<file path="src/rtl/function_inverse_solver.sv">
// Purpose: exhaustively searches the 16 input combinations {A,B,C,D} of a fixed
//   3-output boolean function for those whose output equals a requested target,
//   reporting the match count, the lowest matching index and (optionally) a match mask.
// Latency: done rises on the 17th rising edge after the edge that samples start.
// Backpressure: start is ignored while busy or while done is high; clr aborts a search.
// Ports: clk, rst_n (async active-low); start, clr, target[2:0] in;
//   busy, done, found, count[4:0], first_idx[3:0] out;
//   match_mask[15:0] out only when MATCH_MASK_EN is defined.
// Build option: MATCH_MASK_EN adds the per-index match mask port and register.
module function_inverse_solver (
  input  logic        clk,
  input  logic        rst_n,
  input  logic        start,
  input  logic        clr,
  input  logic [2:0]  target,
  output logic        busy,
  output logic        done,
  output logic        found,
  output logic [4:0]  count,
  output logic [3:0]  first_idx
`ifdef MATCH_MASK_EN
  ,
  output logic [15:0] match_mask
`endif
);

  typedef enum logic [1:0] {
    IDLE = 2'd0,
    SCAN = 2'd1,
    DONE = 2'd2
  } state_t;

  state_t      state_q, state_d;
  logic [3:0]  idx_q,   idx_d;
  logic [2:0]  tgt_q,   tgt_d;
  logic [4:0]  cnt_q,   cnt_d;
  logic        found_q, found_d;
  logic [3:0]  first_q, first_d;
  logic        done_q,  done_d;
`ifdef MATCH_MASK_EN
  logic [15:0] mask_q,  mask_d;
`endif

  // Function under inversion, evaluated on the current scan index.
  logic a, b, c, d;
  logic f_alpha, f_beta, f_gamma;
  logic hit;

  assign {a, b, c, d} = idx_q;

  always_comb begin
    f_alpha = (~a & ~c & d) | (a & ~c & d) | (b & c & d);
    f_beta  = (~a & ~b)     | (~a & ~c & d) | (b & c & d);
    f_gamma = (a & ~b)      | (a & ~c & d)  | (b & c & d);
    hit     = ({f_alpha, f_beta, f_gamma} == tgt_q);
  end

  always_comb begin
    state_d = state_q;
    idx_d   = idx_q;
    tgt_d   = tgt_q;
    cnt_d   = cnt_q;
    found_d = found_q;
    first_d = first_q;
    done_d  = 1'b0;
`ifdef MATCH_MASK_EN
    mask_d  = mask_q;
`endif
    case (state_q)
      IDLE: begin
        // done is high in the first IDLE cycle; a start seen then is held off
        // one cycle so the host always gets to read the results first.
        if (start && !done_q) begin
          state_d = SCAN;
          tgt_d   = target;
          idx_d   = 4'd0;
          cnt_d   = 5'd0;
          found_d = 1'b0;
          first_d = 4'd0;
`ifdef MATCH_MASK_EN
          mask_d  = 16'h0000;
`endif
        end
      end
      SCAN: begin
        if (clr) begin
          state_d = IDLE;
        end else begin
          if (hit) begin
            cnt_d = cnt_q + 5'd1;
            if (!found_q) begin
              found_d = 1'b1;
              first_d = idx_q;
            end
`ifdef MATCH_MASK_EN
            mask_d[idx_q] = 1'b1;
`endif
          end
          if (idx_q == 4'd15) begin
            state_d = DONE;
          end else begin
            idx_d = idx_q + 4'd1;
          end
        end
      end
      DONE: begin
        // The done pulse is registered, so it appears in the following IDLE cycle.
        state_d = IDLE;
        done_d  = !clr;
      end
      default: begin
        state_d = IDLE;
      end
    endcase
  end

  always_ff @(posedge clk or negedge rst_n) begin
    if (!rst_n) begin
      state_q <= IDLE;
      idx_q   <= 4'd0;
      tgt_q   <= 3'd0;
      cnt_q   <= 5'd0;
      found_q <= 1'b0;
      first_q <= 4'd0;
      done_q  <= 1'b0;
`ifdef MATCH_MASK_EN
      mask_q  <= 16'h0000;
`endif
    end else begin
      state_q <= state_d;
      idx_q   <= idx_d;
      tgt_q   <= tgt_d;
      cnt_q   <= cnt_d;
      found_q <= found_d;
      first_q <= first_d;
      done_q  <= done_d;
`ifdef MATCH_MASK_EN
      mask_q  <= mask_d;
`endif
    end
  end

  assign busy      = (state_q != IDLE);
  assign done      = done_q;
  assign found     = found_q;
  assign count     = cnt_q;
  assign first_idx = first_q;
`ifdef MATCH_MASK_EN
  assign match_mask = mask_q;
`endif

endmodule

</file>
<file path="config.mk">
export PLATFORM = sky130hd
export DESIGN_NAME = function_inverse_solver
export DESIGN_NICKNAME = d
export VERILOG_FILES = /design/src/rtl/function_inverse_solver.sv
export SDC_FILE = /design/constraint.sdc
export NUM_CORES = 1
export LEC_CHECK = 0
export ABC_AREA = 1
export CORE_MARGIN = 4
export CORE_UTILIZATION = 40
export CTS_BUF_LIST = sky130_fd_sc_hd__clkbuf_8
export CTS_CLUSTER_DIAMETER = 40
export DETAILED_ROUTE_END_ITERATION = 6
export GPL_TIMING_DRIVEN = 1
export SLEW_MARGIN = 15
export SYNTH_ARGS = -nofsm -noshare
export SYNTH_HDL_FRONTEND = slang
export SYNTH_SLANG_ARGS = --single-unit
export TNS_END_PERCENT = 100
</file>
<file path="constraint.sdc">
create_clock -name clk -period 1.8 [get_ports clk]
set_input_delay 0.36 -clock clk [delete_from_list [all_inputs] [get_ports clk]]
set_output_delay 0.36 -clock clk [all_outputs]
set_load 0.005 [all_outputs]
</file>
==> metrics.yaml, run 1 <==
whs_ns: 0.431
grt_pass1_wl_um: 3570
wl_met1_um: 898
met3_length_um: 110
antenna_found_initial: 0
grt.overflow.total: 0
crit_required_ns: 1.44
synth_seq_cells: 20
layout_setup_ws_ns: 0.128
arrival_ns: 1.31
drive_gt1_share_pct: 15.4
numPortBuffers: 18
synth_area_um2: 1090
status: "finished, final reports clean"
p_leak_nw: 0.686
worst_pin_slew_ns: 0.281
post-route-min-period_ns: 1.67
seq_area_frac_synth_pct: 46.1
ant_nets: 0
worstSetupEndpointType: "primary output"
gp_congestion: 0.793
wl_per_cell_um: 10.8
area_delta_synth_final_pct: 24.9
layout_common_cells: "nand2_1 (45), dfrtp_1 (20), clkdlybuf4s50_1 (18)"
drt_first_pass_iters: 4
top_layer_used: "met4"
finClkSkew_ns: 0.00222
vias: 866
timing.fmax_ghz: 0.598
cts_htree_levels: 1
fin_nets: 168
ys_warn_count: 0
drt_iter0_drc: 25
drt_wl_total_um: 2010
relSlewSlack_pct: 81.1
cts.repair.resized: 0
hold_buffers: 0
post-cts-setup-buffer-count: 0
critPathLaunchType: "flop"
clk_path_buf_depth: 2
cts_buffers: 3
period_share_pct: 92.9
synth_cell_type_count: 24
start_util_pct: 43.1
syn_avg_cell_area_um2: 8.17
ios: 19
finalSetupViolations: 0
finalHoldViolations: 0
syn_inst: 133
rsz0062_at_grt: "false"
powerDensity_nw_per_um2: 1140
root_buffer: "clkbuf_8"
clock_latency_ns: 0.26
place_ws_ns: 0.0972
p_total_mw: 1.54
core_area_um2: 2520
cp_max_fo: 3
slew_viol_final: 0
die_w_um: 60.1
grt_max_degree: 21
die_area_um2: 3610
wl_met2_um: 970
cts_tree: "done"
max_cap_violations: 0
first_global_vias: 820
grt_usage_pct: 13.4
diodes: 0
drt-vias-per-instance: 4.66
hold_class: "in -> async"
tns_ns: 0
critPathMaxStageDelay_ns: 0.51
rows: 18
peakVddDrop_mv: 0.637
slowest_stage: "clkdlybuf4s50_1"
place_hpwl_um: 1540
drc_errors: 0
cp_cell_sequence: "nor2_2 -> inv_2 -> clkdlybuf4s50_1"
cts.sinks: 20
mostFrequentLayoutCell: "nand2_1"
setup.worst_path.class: "reg -> out"
clkTransAtPathRegs_ns: 0.07
synth_nets: 143
fp.dieH_um: 60.1
## critical path: cells and delay by family, from the launching register on
family                 cells  cell delay [ns]
buffers and inverters      2             0.61
DFF                        1             0.38
and+or+nand+nor            1             0.06
## kinds of logic (layout without fill, tap and decap cells)
group                      count (synthesis)  after routing  synth area share, %
and+or+nand+nor                           71             71                 30.2
DFF                                       20             20                 46.1
buffers and inverters                     20             43                 7.60
AOI/OAI and AO/OA                         16             16                 10.3
adders and majority gates                  3              3                 3.46
xor gates and xnor gates                   3              3                 2.42
## worst paths after layout
check	startpoint	end	slack [ns]	depth (start not counted)
max reg2reg	idx_q[1]	count[4]	0.21	12
min in group clk	first_idx[2]	first_idx[2]	0.47	2
max in group asynchronous	rst_n	state_q[0]	1.16	2
min reg2reg	first_idx[2]	first_idx[2]	0.47	2
min	rst_n	count[2]	0.43	2
max	state_q[0]	busy	0.13	3
## routing by layer
| metal | global-route usage, % | vias up |
|---|---|---|
| met5 | 0 | - |
| met4 | 5.70 | 0 |
| met3 | 3.89 | 5 |
| met2 | 23.1 | 15 |
| met1 | 15.3 | 381 |
| li1 | - | 465 |
## power breakdown
group          switching [mW]  internal (mW)  total [mW]
sequential              0.109          0.554       0.663
clock                   0.143          0.149       0.292
combinational           0.307          0.279       0.586
total                   0.559          0.981        1.54
## flip-flops by register name (all words and copies together) (netlist names)
name,count
count,5
done,1
first_idx,4
found,1
idx_q,4
state_q,2
tgt_q,3
## final cells by class
type,count,area (um^2)
clock buffers,3,41.3
repair buffers,21,203
well taps,30,37.5
fillers,235,1170
flip-flops and latches,20,500
inverters,19,71.3
multi-input cells,93,503
## cell usage after synthesis
library cell / count / area (um^2)
o21ai_2: 6 / 52.6
nand2_2: 3 / 18.8
nand2_1: 45 / 169
a21oi_1: 2 / 10.0
nor3_1: 1 / 5.00
nor3_4: 1 / 16.3
o21ai_0: 5 / 25.0
inv_1: 16 / 60.1
or2_2: 1 / 6.26
o211ai_2: 1 / 12.5
xnor2_1: 2 / 17.5
buf_6: 1 / 11.3
xor2_1: 1 / 8.76
nor2_2: 1 / 6.26
nor4_1: 1 / 6.26
o22ai_1: 1 / 6.26
nand2_4: 2 / 22.5
dfrtp_1: 20 / 500
nand3_1: 6 / 30.0
ha_1: 3 / 37.5
o21ai_1: 1 / 5.00
inv_2: 3 / 11.3
nand4_1: 4 / 25.0
nor2_1: 6 / 22.5
## per-stage QoR
step	cells	util, %	area [um^2]
after global placement	183	52.1	1320
after CTS	186	53.8	1360
after global routing	186	53.8	1360
after detailed placement	183	52.1	1320
after floorplan	133	-	1090
final	186	53.8	1360
(Power assumes the default switching activity.)
==> inputs of run 2 (changes only) <==
--- a/config.mk
+++ b/config.mk
@@ -6,6 +6,7 @@
 export NUM_CORES = 1
 export LEC_CHECK = 0
 export ABC_AREA = 1
+export ABC_CLOCK_PERIOD_IN_PS = 1600
 export CORE_MARGIN = 4
 export CORE_UTILIZATION = 40
 export CTS_BUF_LIST = sky130_fd_sc_hd__clkbuf_8
==> constraint.sdc (replaced) <==
create_clock -name clk -period 1.6 [get_ports clk]
set_input_delay 0.32 -clock clk [delete_from_list [all_inputs] [get_ports clk]]
set_output_delay 0.32 -clock clk [all_outputs]
set_load 0.005 [all_outputs]
==> run 2 against run 1 <==
  * Via count grew 5.2%
  * Die area is the same
  * Sequential share of layout area shrank 2.9 points
  * Critical path type unchanged
  * Global-route usage shrank 0.31 points
  * Highest routed layer unchanged
  * Critical endpoint is now count[0]
==> metrics.yaml, run 2 (synthesis results as in run 1) <==
peakVddDrop_mv: 0.841  # +32%
finalSetupViolations: 0  # unchanged
place_ws_ns: -0.0739  # -0.171 ns
relSlewSlack_pct: 83.1  # +2.0 points
vias: 911  # +5.2%
worstSetupEndpointType: "primary output"
grt_usage_pct: 13.1  # -0.31 points
slowest_stage: "clkdlybuf4s50_1"
cp_cell_sequence: "clkdlybuf4s50_1"
cp_max_fo: 5  # +2
reg2reg_to: "first_idx[3]"
critical_path_cell_count: 1  # -2
diodes: 0  # unchanged
r2r-start: "idx_q[1]"
cts_buffers: 3  # unchanged
clock_latency_ns: 0.25  # about the same
path_buf_inv: 1  # -1
fin_area_um2: 1480  # +9.0%
hold_class: "in -> async"
core_area_um2: 2520  # unchanged
fin_nets: 177  # +5.4%
whs_ns: 0.410  # -0.0206 ns
critPathLaunchType: "flop"
antenna_found_initial: 0  # unchanged
slew_viol_final: 0  # unchanged
p_leak_nw: 0.734  # +6.9%
finClkSkew_ns: 0.00630  # +0.00408 ns
cts_htree_levels: 1  # unchanged
worstSetupEndpoint: "count[0]"
hold_buffers: 0  # unchanged
grt.overflow.total: 0  # unchanged
dpl.cell_count: 190  # +3.8%
drt_wl_total_um: 2100  # +4.4%
post-route-min-period_ns: 1.53
clkTransAtPathRegs_ns: 0.07  # about the same
rows: 18  # unchanged
grt_pass1_wl_um: 3560  # -0.39%
tns_ns: 0  # unchanged
cts_tree: "done"
finalNonFillerCells: 195  # +4.8%
final_util_pct: 58.6  # +4.9 points
max_cap_violations: 0  # unchanged
clk_path_buf_depth: 2  # unchanged
p_total_mw: 1.86  # +21%
ios: 19  # unchanged
area_delta_synth_final_pct: 36.2
worst_pin_slew_ns: 0.251  # -0.0295 ns
timing.fmax_ghz: 0.654
arrival_ns: 1.21  # -0.10 ns
drc_errors: 0  # unchanged
crit_required_ns: 1.28  # -0.16 ns
ant_nets: 0  # unchanged
cp-startpoint: "count[0]"
layout_common_cells: "nand2_1 (40), dfrtp_1 (18), clkdlybuf4s50_1 (17)"
rsz0062_at_grt: "true"
grt_max_degree: 21  # unchanged
place_hpwl_um: 1600  # +3.6%
gp_congestion: 0.796  # +0.38%
place_area_um2: 1370  # +4.0%
finalHoldViolations: 0  # unchanged
largest_reg_flops: 5  # unchanged
drt-vias-per-instance: 4.67  # +0.34%
die_w_um: 60.1  # unchanged
period_share_pct: 95.6
wl_per_cell_um: 10.8  # -0.45%
root_buffer: "clkbuf_8"
start_util_pct: 43.1  # unchanged
critPathMaxStageDelay_ns: 0.53  # +0.02 ns
setup.worst_path.class: "reg -> out"
status: "finished, final reports clean"
r2r_setup_slack_ns: 0.09  # -0.12 ns
powerDensity_nw_per_um2: 1260  # +11%
layout_setup_ws_ns: 0.0709  # -0.0571 ns
mostFrequentLayoutCell: "nand2_1"
die_area_um2: 3610  # unchanged
cts.sinks: 20  # unchanged
reg2reg_depth: 12  # unchanged
drive_gt1_share_pct: 27.3  # +12 points
drt_first_pass_iters: 4  # unchanged
drt_iter0_drc: 12  # -52%
numPortBuffers: 18  # unchanged
path_delay_family: "buffers and inverters"
fp.dieH_um: 60.1  # unchanged
first_global_vias: 827  # +0.85%
[run 2: cell count changes in the layout (fill, tap and decap cells not counted), sizes merged]
cell           change
buf                +8
clkdlybuf4s50      -1
dlygate4sd2        +1
nand2              +1
[run 2: how the worst min path moves through the flow]
stage          cells after the start      endpoint          from  slack, ns
2_1_floorplan                      0      count[0]         rst_n       0.02
3_3_place_gp                       1          done    state_q[0]       0.46
3_5_place_dp                       2  first_idx[0]  first_idx[0]       0.47
4_1_cts                            2      count[2]         rst_n       0.41
5_1_grt                            2      count[2]         rst_n       0.42
6_report                           2      count[2]         rst_n       0.41
[run 2: per-layer routing]
layer | GRT usage [%] | wire (um) | vias up
met2 | 23.0 | 1030 | 15
li1 | - | - | 486
met3 | 3.89 | 113 | 4
met5 | 0 | 0 | -
met1 | 15.4 | 937 | 406
met4 | 3.80 | 23 | 0
[run 2: what timing repair did]
action                     in CTS  in global routing
gates resized for setup         1                 16
setup endpoints to repair       1                 10
gates cloned                    0                  1
buffers inserted                1                  0
hold endpoints to repair        0                  0
pin swaps                       1                  4
[run 2: where the power goes]
group	internal [mW]	switching (mW)
sequential	0.628	0.130
clock	0.167	0.142
combinational	0.387	0.407
[run 2: final cells by class]
type | instances | area, um^2
flip-flops and latches | 20 | 503
repair buffers | 29 | 265
clock buffers | 3 | 41.3
well taps | 30 | 37.5
fillers | 223 | 1040
inverters | 19 | 71.3
multi-input cells | 94 | 561
